<file path="src/rtl/alu_nibble_sequencer.sv">
// Drives a 4-bit ALU slice one nibble per cycle, LSB first, and reassembles the returned nibbles
// into a WIDTH-bit result presented on a valid/ready response port.
module alu_nibble_sequencer #(
    parameter int unsigned WIDTH   = 16,
    parameter int unsigned TIMEOUT = 15
) (
    input  logic             clk,
    input  logic             rst_n,
    input  logic             req_valid,
    output logic             req_ready,
    input  logic [2:0]       req_op,
    input  logic [WIDTH-1:0] req_a,
    input  logic [WIDTH-1:0] req_b,
    output logic             rsp_valid,
    input  logic             rsp_ready,
    output logic [WIDTH-1:0] rsp_result,
    output logic             rsp_err,
    output logic             slc_v_in,
    output logic [3:0]       slc_a,
    output logic [3:0]       slc_b,
    output logic             slc_do_and,
    output logic             slc_do_or,
    output logic             slc_do_xor,
    output logic             slc_do_not,
    output logic             slc_do_pass,
    input  logic [3:0]       slc_result,
    input  logic             slc_v_out,
    output logic             busy
);
    localparam int unsigned NIB    = WIDTH / 4;
    localparam int unsigned CntW   = (NIB > 1) ? $clog2(NIB) : 1;
    localparam int unsigned TmrW   = $clog2(NIB + TIMEOUT + 1);
    localparam logic [CntW-1:0] LastNib = CntW'(NIB - 1);
    localparam logic [TmrW-1:0] LastTmr = TmrW'(NIB + TIMEOUT - 1);

    localparam logic [2:0] OpAnd  = 3'd0;
    localparam logic [2:0] OpOr   = 3'd1;
    localparam logic [2:0] OpXor  = 3'd2;
    localparam logic [2:0] OpNot  = 3'd3;
    localparam logic [2:0] OpPass = 3'd4;

    typedef enum logic [1:0] {StIdle, StIssue, StDrain, StDone} state_e;

    state_e            state_q, state_d;
    logic [2:0]        op_q, op_d;
    logic [WIDTH-1:0]  a_q, a_d;
    logic [WIDTH-1:0]  b_q, b_d;
    logic [WIDTH-1:0]  res_q, res_d;
    logic              err_q, err_d;
    logic [CntW-1:0]   beat_q, beat_d;
    logic [CntW-1:0]   col_q, col_d;
    logic [TmrW-1:0]   tmr_q, tmr_d;

    logic active;
    logic collect;
    logic all_in;
    logic expired;

    assign active  = (state_q == StIssue) || (state_q == StDrain);
    assign collect = active && slc_v_out;
    assign all_in  = collect && (col_q == LastNib);
    assign expired = (tmr_q == LastTmr);

    always_ff @(posedge clk or negedge rst_n) begin
        if (!rst_n) begin
            state_q <= StIdle;
            op_q    <= '0;
            a_q     <= '0;
            b_q     <= '0;
            res_q   <= '0;
            err_q   <= 1'b0;
            beat_q  <= '0;
            col_q   <= '0;
            tmr_q   <= '0;
        end else begin
            state_q <= state_d;
            op_q    <= op_d;
            a_q     <= a_d;
            b_q     <= b_d;
            res_q   <= res_d;
            err_q   <= err_d;
            beat_q  <= beat_d;
            col_q   <= col_d;
            tmr_q   <= tmr_d;
        end
    end

    always_comb begin
        state_d = state_q;
        op_d    = op_q;
        a_d     = a_q;
        b_d     = b_q;
        res_d   = res_q;
        err_d   = err_q;
        beat_d  = beat_q;
        col_d   = col_q;
        tmr_d   = tmr_q;

        // Results are placed by arrival count, independent of slice latency.
        if (collect) begin
            col_d = col_q + CntW'(1);
            for (int unsigned k = 0; k < NIB; k++) begin
                if (col_q == CntW'(k)) begin
                    res_d[4*k +: 4] = slc_result;
                end
            end
        end

        unique case (state_q)
            StIdle: begin
                if (req_valid) begin
                    op_d   = req_op;
                    a_d    = req_a;
                    b_d    = req_b;
                    res_d  = '0;
                    beat_d = '0;
                    col_d  = '0;
                    tmr_d  = '0;
                    if (req_op <= OpPass) begin
                        err_d   = 1'b0;
                        state_d = StIssue;
                    end else begin
                        err_d   = 1'b1;
                        state_d = StDone;
                    end
                end
            end
            StIssue: begin
                // Operand registers shift so the current beat always sits in the low nibble.
                a_d    = a_q >> 4;
                b_d    = b_q >> 4;
                beat_d = beat_q + CntW'(1);
                tmr_d  = tmr_q + TmrW'(1);
                if (all_in) begin
                    state_d = StDone;
                end else if (expired) begin
                    err_d   = 1'b1;
                    state_d = StDone;
                end else if (beat_q == LastNib) begin
                    state_d = StDrain;
                end
            end
            StDrain: begin
                tmr_d = tmr_q + TmrW'(1);
                if (all_in) begin
                    state_d = StDone;
                end else if (expired) begin
                    err_d   = 1'b1;
                    state_d = StDone;
                end
            end
            StDone: begin
                if (rsp_ready) begin
                    state_d = StIdle;
                end
            end
            default: state_d = StIdle;
        endcase
    end

    assign req_ready   = (state_q == StIdle);
    assign busy        = (state_q != StIdle);
    assign slc_v_in    = (state_q == StIssue);
    assign slc_a       = slc_v_in ? a_q[3:0] : 4'h0;
    assign slc_b       = slc_v_in ? b_q[3:0] : 4'h0;
    assign slc_do_and  = active && (op_q == OpAnd);
    assign slc_do_or   = active && (op_q == OpOr);
    assign slc_do_xor  = active && (op_q == OpXor);
    assign slc_do_not  = active && (op_q == OpNot);
    assign slc_do_pass = active && (op_q == OpPass);
    assign rsp_valid   = (state_q == StDone);
    assign rsp_err     = rsp_valid && err_q;
    assign rsp_result  = (rsp_valid && !err_q) ? res_q : '0;

endmodule

</file>
<file path="config.mk">
export PLATFORM = sky130hd
export DESIGN_NAME = alu_nibble_sequencer
export DESIGN_NICKNAME = d
export VERILOG_FILES = /design/src/rtl/alu_nibble_sequencer.sv
export SDC_FILE = /design/constraint.sdc
export NUM_CORES = 1
export LEC_CHECK = 0
export CAP_MARGIN = 20
export CELL_PAD_IN_SITES_DETAIL_PLACEMENT = 1
export CELL_PAD_IN_SITES_GLOBAL_PLACEMENT = 1
export CORE_MARGIN = 2
export CORE_UTILIZATION = 35
export DETAILED_ROUTE_END_ITERATION = 10
export MAX_ROUTING_LAYER = met4
export PLACE_DENSITY = 0.82
export SLEW_MARGIN = 20
export SYNTH_ARGS = -nofsm -noshare
export SYNTH_HDL_FRONTEND = slang
export SYNTH_SLANG_ARGS = --single-unit
export TNS_END_PERCENT = 50
</file>
<file path="constraint.sdc">
create_clock -name clk -period 1.8 [get_ports clk]
set_clock_uncertainty 0.05 [all_clocks]
set_input_delay 0.18 -clock clk [delete_from_list [all_inputs] [get_ports clk]]
set_output_delay 0.18 -clock clk [all_outputs]
set_load 0.02 [all_outputs]
</file>
==> results of run 1 <==
-- power groups by stage --
| stage | logic (mW) | clock network, mW | registers (mW) |
|---|---|---|---|
| final | 5.36 | 1.34 | 2.69 |
| after global routing | 5.81 | 1.44 | 2.77 |
| after CTS | 4.41 | 1.37 | 2.58 |
| after detailed placement | 4.26 | 0 | 2.59 |
| after global placement | 4.03 | 0 | 2.54 |
| after floorplan | 2.90 | 0 | 2.45 |
-- flip-flops by register name, indices dropped and copies added (netlist names) --
| register | cells |
|---|---|
| a_q | 16 |
| state_q | 2 |
| beat_q | 2 |
| res_q | 16 |
| b_q | 16 |
| tmr_q | 5 |
| err_q | 1 |
| col_q | 2 |
| op_q | 3 |
-- repair_timing --
item                                    CTS  global route
setup buffers                             1             5
resized for setup                       135           114
gates cloned                              2             4
endpoints found under the setup margin   71            68
pin swaps                                 0            25
hold endpoints to repair                 24             0
hold buffers                              1             0
-- cells by family after synthesis --
family	Yosys count
AND/OR/NAND/NOR	132
flip-flops	63
AO/OA/AOI/OAI	59
multiplexers	44
buffers and inverters	26
adder cells (fa/ha/maj)	11
XOR/XNOR	4
-- routing by layer --
metal,vias up,global-route usage,routed length [um]
li1,1370,-,-
met1,1429,0.228,4310
met5,-,-,0
met4,0,0.0451,159
met2,72,0.335,5730
met3,17,0.0506,496
-- stage by stage --
step	hold WS [ns]	setup WS, ns	util	cells
CTS	0.327	-0.0781	0.498	577
detailed placement	0.175	-0.146	0.479	557
finish	0.328	-0.123	0.547	586
global route	0.354	-0.189	0.547	586
floorplan	-0.166	-0.00342	-	339
global placement	0.170	-0.120	0.479	557
-- layout make-up --
class	instances	area (sq um)
clock inverters	5	63.8
inverters	8	30.0
clock buffers	11	151
repair buffers	120	1220
well taps	129	161
fillers	1007	4230
multi-input cells	250	1900
flip-flops and latches	63	1580
-- cell usage in the layout (no fill, tap or decap), types with 2 or more instances in the layout --
cell             synthesis  routed
dfrtp_1                 63      63
a21oi_1                 12      11
nor2_1                  25      24
buf_2                    7       8
and2_4                   0      13
o21ai_4                  0       2
xor2_1                   2       2
buf_4                    3      32
ha_4                     0       2
nand3_2                  1       4
clkbuf_8                 0      11
and2_1                  26      13
nand2_4                  0       8
nor2b_4                  0       2
ha_1                    11       8
o21ai_0                 18      14
inv_1                    8       7
o21ai_1                 10       3
clkbuf_2                 1       2
mux2i_1                 42      42
inv_6                    0       2
nand2_1                 51      34
nand2b_1                 3       2
o21ai_2                 11      20
mux2_4                   2       2
nand2_2                  1      10
clkdlybuf4s50_1          0      42
nand3_1                  5       2
nor3_2                   0       2
nand4_1                  2       2
nor2b_1                 12      10
clkbuf_16                0       3
xnor2_1                  2       2
buf_6                    2      23
buf_12                   1       5
-- worst max-delay path, stage by stage, from the launching register on --
cell and delay, ns:
dfrtp_1 0.38, inv_2 0.06, buf_6 0.12, ha_4 0.16
buf_12 0.12, buf_8 0.10, and2b_2 0.22, nor2_8 0.28
clkbuf_16 0.23, nand2_4 0.05, o21ai_2 0.08
-- worst max-delay path by stage --
stage,depth (start not counted),endpoint
6_report,10,a_q[9]
5_1_grt,10,b_q[10]
4_1_cts,10,a_q[5]
3_5_place_dp,8,a_q[12]
3_3_place_gp,5,rsp_result[1]
2_1_floorplan,7,tmr_q[3]
==> run summary, run 1 <==
RSZ-0062 raised after global routing - yes
CTS clock-pin slew for the worst setup and hold paths - 0.09 ns
register area share after synthesis - 0.466
flops & latches, synth - 63
hold crit path type - in2async
share of layout cells above drive strength 1 - 0.361
critical path class - reg2reg
actual slew at the worst max-slew pin - 0.633 ns
worst setup margin - -0.123 ns
fin crit period - 1.92 ns
cell area after layout - 0.00510 sq mm
Mapped Area - 0.00339 sq mm
worst r2r path cells - 10
Total GRT Usage - 0.195
EDFF count, synth - 0
Synth Area in Simple Gates - 0.193
die extent in y - 102 um
mux contribution to synthesized area - 0.133
final number of max-transition violations - 0
max_cap viols - 0
WL per Instance - 18.2 um
post-DR vias/cell - 4.93
antenna cells - 0
worst r2r src - state_q[1]
Routed Antenna Nets - 0
most frequent cell after synthesis - dfrtp_1
Final setup viols - 51
VDD IR-drop max - 0.693 mV
largest family of logic cells by synthesized area - simple AND/OR/NAND/NOR gates
PortBufs - 77
Max-slew headroom - 0.578
Netlist cell types - 40
root buffer cell - clkbuf_8
Synth Area in XOR/XNOR - 0.0103
Placed Area - 0.00447 sq mm
power share of the clock group - 0.143
Max H-tree Level - 3
nature of the critical path startpoint - flip-flop
final hold violation count - 0
largest net degree at the start of global routing - 40
Psw - 3.91 mW
via count - 2,888
DP HPWL - 6540 um
fraction of registers with async set/reset - 1.00
Power Density - 1840 mW/mm^2
leakage power - 2.45 nW
Synth warnings - 0
Area growth syn-to-layout - 50.7%
starting density of the core - 0.363
Remaining DRCs - 0
cell internal pwr - 5.49 mW
Worst setup EP type - flip-flop
sw frac - 0.416
r2r endpoint - a_q[9]
leading area contributor after synthesis - dfrtp_1
IO Count - 78
grt total ovfl - 0
Critical Path RT - 2.02 ns
Critical Path Start - state_q[1]
Core ar. - 0.00933 sq mm
Syn Area/Cell - 9.99 sq um
CTS Buf Count - 9
initial DRC count - 48
Die Area - 0.0105 sq mm
Syn Inst Count - 339
initial antenna violation count - 0
status - finished with violations
FMAX - 0.520 GHz
nets - 507
final wirelength - 10,700 um
Worst Path Arrival - 2.15 ns
adder-cell share of the synthesized area - 0.0407
Post-Syn Nets - 394
Synth Area in Compound Gates - 0.107
die width - 102 um
clock tree sinks - 63
synth cell count leaders - dfrtp_1 (63), nand2_1 (51), mux2i_1 (42)
Gate power share - 0.571
row count - 35
sum of negative setup slack - -2.90 ns
Skew-Pair Late Insertion Delay - 0.35 ns
1st-pass router iterations - 4
vias in the first global route - 3,118
GPL Wtd Cong - 0.777
CP max FO - 8
CTS tree - yes
final period utilization - 1.07
Main synth FF type - dfrtp_1
Synth area leaders - dfrtp_1 (47%), mux2i_1 (12%), nand2_1 (5.7%), and2_1 (4.8%), ha_1 (4.1%)
sequential fraction of design power - 0.286
share of the synthesized area in the top cell type - 0.466
global-route wire length before repair - 15,200 um
total power - 9.39 mW
failing checks - setup timing
R2R setup slack - -0.12 ns
Max Buffers Root-to-Sink - 2
Power figures use the tool's default switching activity.
==> run 2, diff against run 1 <==
Settings changed: HOLD_SLACK_MARGIN set to 0.12, PLACE_DENSITY 0.82 to 0.73.
==> run summary, run 2 (same netlist as run 1, synthesis figures left out) <==
max_cap viols - 0 (unchanged)
Area growth syn-to-layout - 47.3%
grt total ovfl - 0 (unchanged)
global-route wire length before repair - 14,300 um (-6.2%)
largest net degree at the start of global routing - 64 (+60%)
Max-slew headroom - 0.748 (+0.170)
WP depth - 8 (-2)
starting density of the core - 0.363 (unchanged)
commonest non-fill, non-tap cell in the layout - dfrtp_1
Power Density - 1780 mW/mm^2 (-3.5%)
row count - 35 (unchanged)
Die Area - 0.0105 sq mm (unchanged)
IO Count - 78 (unchanged)
via count - 2,800 (-3.0%)
failing checks - setup timing
Final setup viols - 8 (-84%)
final period utilization - 1.01 (-0.0573)
antenna cells - 0 (unchanged)
status - finished with violations
hold crit path type - in2async
dpl cells - 555 (-0.36%)
Bufs and invs on worst path - 4 (-1)
slowest stage delay, CP - 0.41 ns (+0.03 ns)
actual slew at the worst max-slew pin - 0.377 ns (-0.256 ns)
worst setup margin - -0.0195 ns (+0.103 ns)
leakage power - 2.39 nW (-2.5%)
filler instances - 1,039 (+3.2%)
die extent in y - 102 um (unchanged)
cell area after layout - 0.00499 sq mm (-2.2%)
post-DR vias/cell - 4.82 (-2.2%)
Placed Area - 0.00444 sq mm (-0.62%)
nets - 502 (-0.99%)
initial DRC count - 80 (+67%)
hold_ws - 0.301 ns (-0.0273 ns)
commonest cells after routing, fill and taps aside - dfrtp_1 (63), mux2i_1 (42), clkdlybuf4s50_1 (42), nand2_1 (35)
vias in the first global route - 2,873 (-7.9%)
VDD IR-drop max - 0.744 mV (+7.3%)
final hold violation count - 0 (unchanged)
1st-pass router iterations - 4 (unchanged)
CP max FO - 8 (unchanged)
crit-path cells - inv_2 > buf_6 > ha_4 > buf_12 > and2b_2 > nor2_8 > buf_4 > o21ai_0
final wirelength - 9330 um (-13%)
fin cells - 581 (-0.85%)
Routed Antenna Nets - 0 (unchanged)
total power - 8.87 mW (-5.6%)
Crit path max-delay family - buffers and inverters
Critical Path RT - 1.98 ns (-0.04 ns)
Final Core Density - 0.535 (-0.0121)
sum of negative setup slack - -0.0632 ns (+2.83 ns)
fin crit period - 1.82 ns (-0.103 ns)
Skew-Pair Late Insertion Delay - 0.35 ns (about the same)
top flop regs - a_q: 16 flops, b_q: 16 flops, res_q: 16 flops
Max H-tree Level - 3 (unchanged)
Core ar. - 0.00933 sq mm (unchanged)
nature of the critical path startpoint - flip-flop
critical path class - reg2reg
R2R setup slack - -0.02 ns (+0.10 ns)
RSZ-0062 raised after global routing - yes
CTS clock-pin slew for the worst setup and hold paths - 0.07 ns (-0.02 ns)
GPL Wtd Cong - 0.771 (-0.76%)
Place WS - -0.191 ns (-0.0451 ns)
Total GRT Usage - 0.183 (-0.0118)
Worst setup EP type - flip-flop
worst r2r path cells - 8 (-2)
DP HPWL - 6160 um (-5.8%)
die width - 102 um (unchanged)
Remaining DRCs - 0 (unchanged)
share of layout cells above drive strength 1 - 0.350 (-0.0115)
final number of max-transition violations - 0 (unchanged)
initial antenna violation count - 0 (unchanged)
FMAX - 0.550 GHz (+5.7%)
CTS tree - yes
slowest CP cell - dfrtp_1
CTS Buf Count - 9 (unchanged)
root buffer cell - clkbuf_8
WL per Instance - 16.1 um (-12%)
Max Buffers Root-to-Sink - 2 (unchanged)
Worst Path Arrival - 2.00 ns (-0.15 ns)
clock tree sinks - 63 (unchanged)
PortBufs - 77 (unchanged)
==> run 2: changes by cell type in the layout (fill, tap and decap cells not counted), sizes merged <==
cell and delta:
clkdlybuf4s15 -1, buf -3, bufbuf -1, inv -1, bufinv +1, dlygate4sd2 +1, clkinvlp +1, clkbuf -2
==> run 2: cell type report <==
type / count / area (sq um) / share of cell area
clock buffers: 10 / 138 / 0.0276
clock inverters: 6 / 92.6 / 0.0186
inverters: 8 / 30.0 / 0.00602
multi-input cells: 250 / 1840 / 0.369
flip-flops and latches: 63 / 1580 / 0.316
well taps: 129 / 161 / 0.0324
repair buffers: 115 / 1150 / 0.231
==> run 2: tightest hold or removal path: stages <==
cell	delay [ns]
dlygate4sd3_1	0.52
buf_2	0.12
buf_12	0.28
==> run 2: repair_timing <==
item	in CTS	in global routing
hold buffers	1	0
setup endpoints to repair	56	64
pin swaps	0	35
resized for setup	159	89
setup buffers	1	4
endpoints found under the hold margin	63	0
gates cloned	0	5
==> run 2: worst paths after layout <==
kind | startpoint | end
worst max-delay path | state_q[1] | b_q[0]
worst min register to register | a_q[0] | a_q[0]
max in group asynchronous | rst_n | state_q[0]
worst max register to register | state_q[1] | b_q[0]
worst min-delay path | rst_n | b_q[0]
min in group clk | req_op[2] | op_q[2]
==> run 2: per-layer routing <==
layer | vias to the layer above | GRT usage | wire (um)
met5 | - | - | 0
met4 | 0 | 0.0636 | 191
met3 | 15 | 0.0410 | 390
met2 | 71 | 0.286 | 4470
met1 | 1359 | 0.234 | 4270
li1 | 1355 | - | -
==> run 2: power breakdown <==
part / switching, mW / total, mW / internal (mW)
logic: 2.43 / 4.77 / 2.34
registers: 0.533 / 2.65 / 2.12
clock network: 0.619 / 1.44 / 0.824
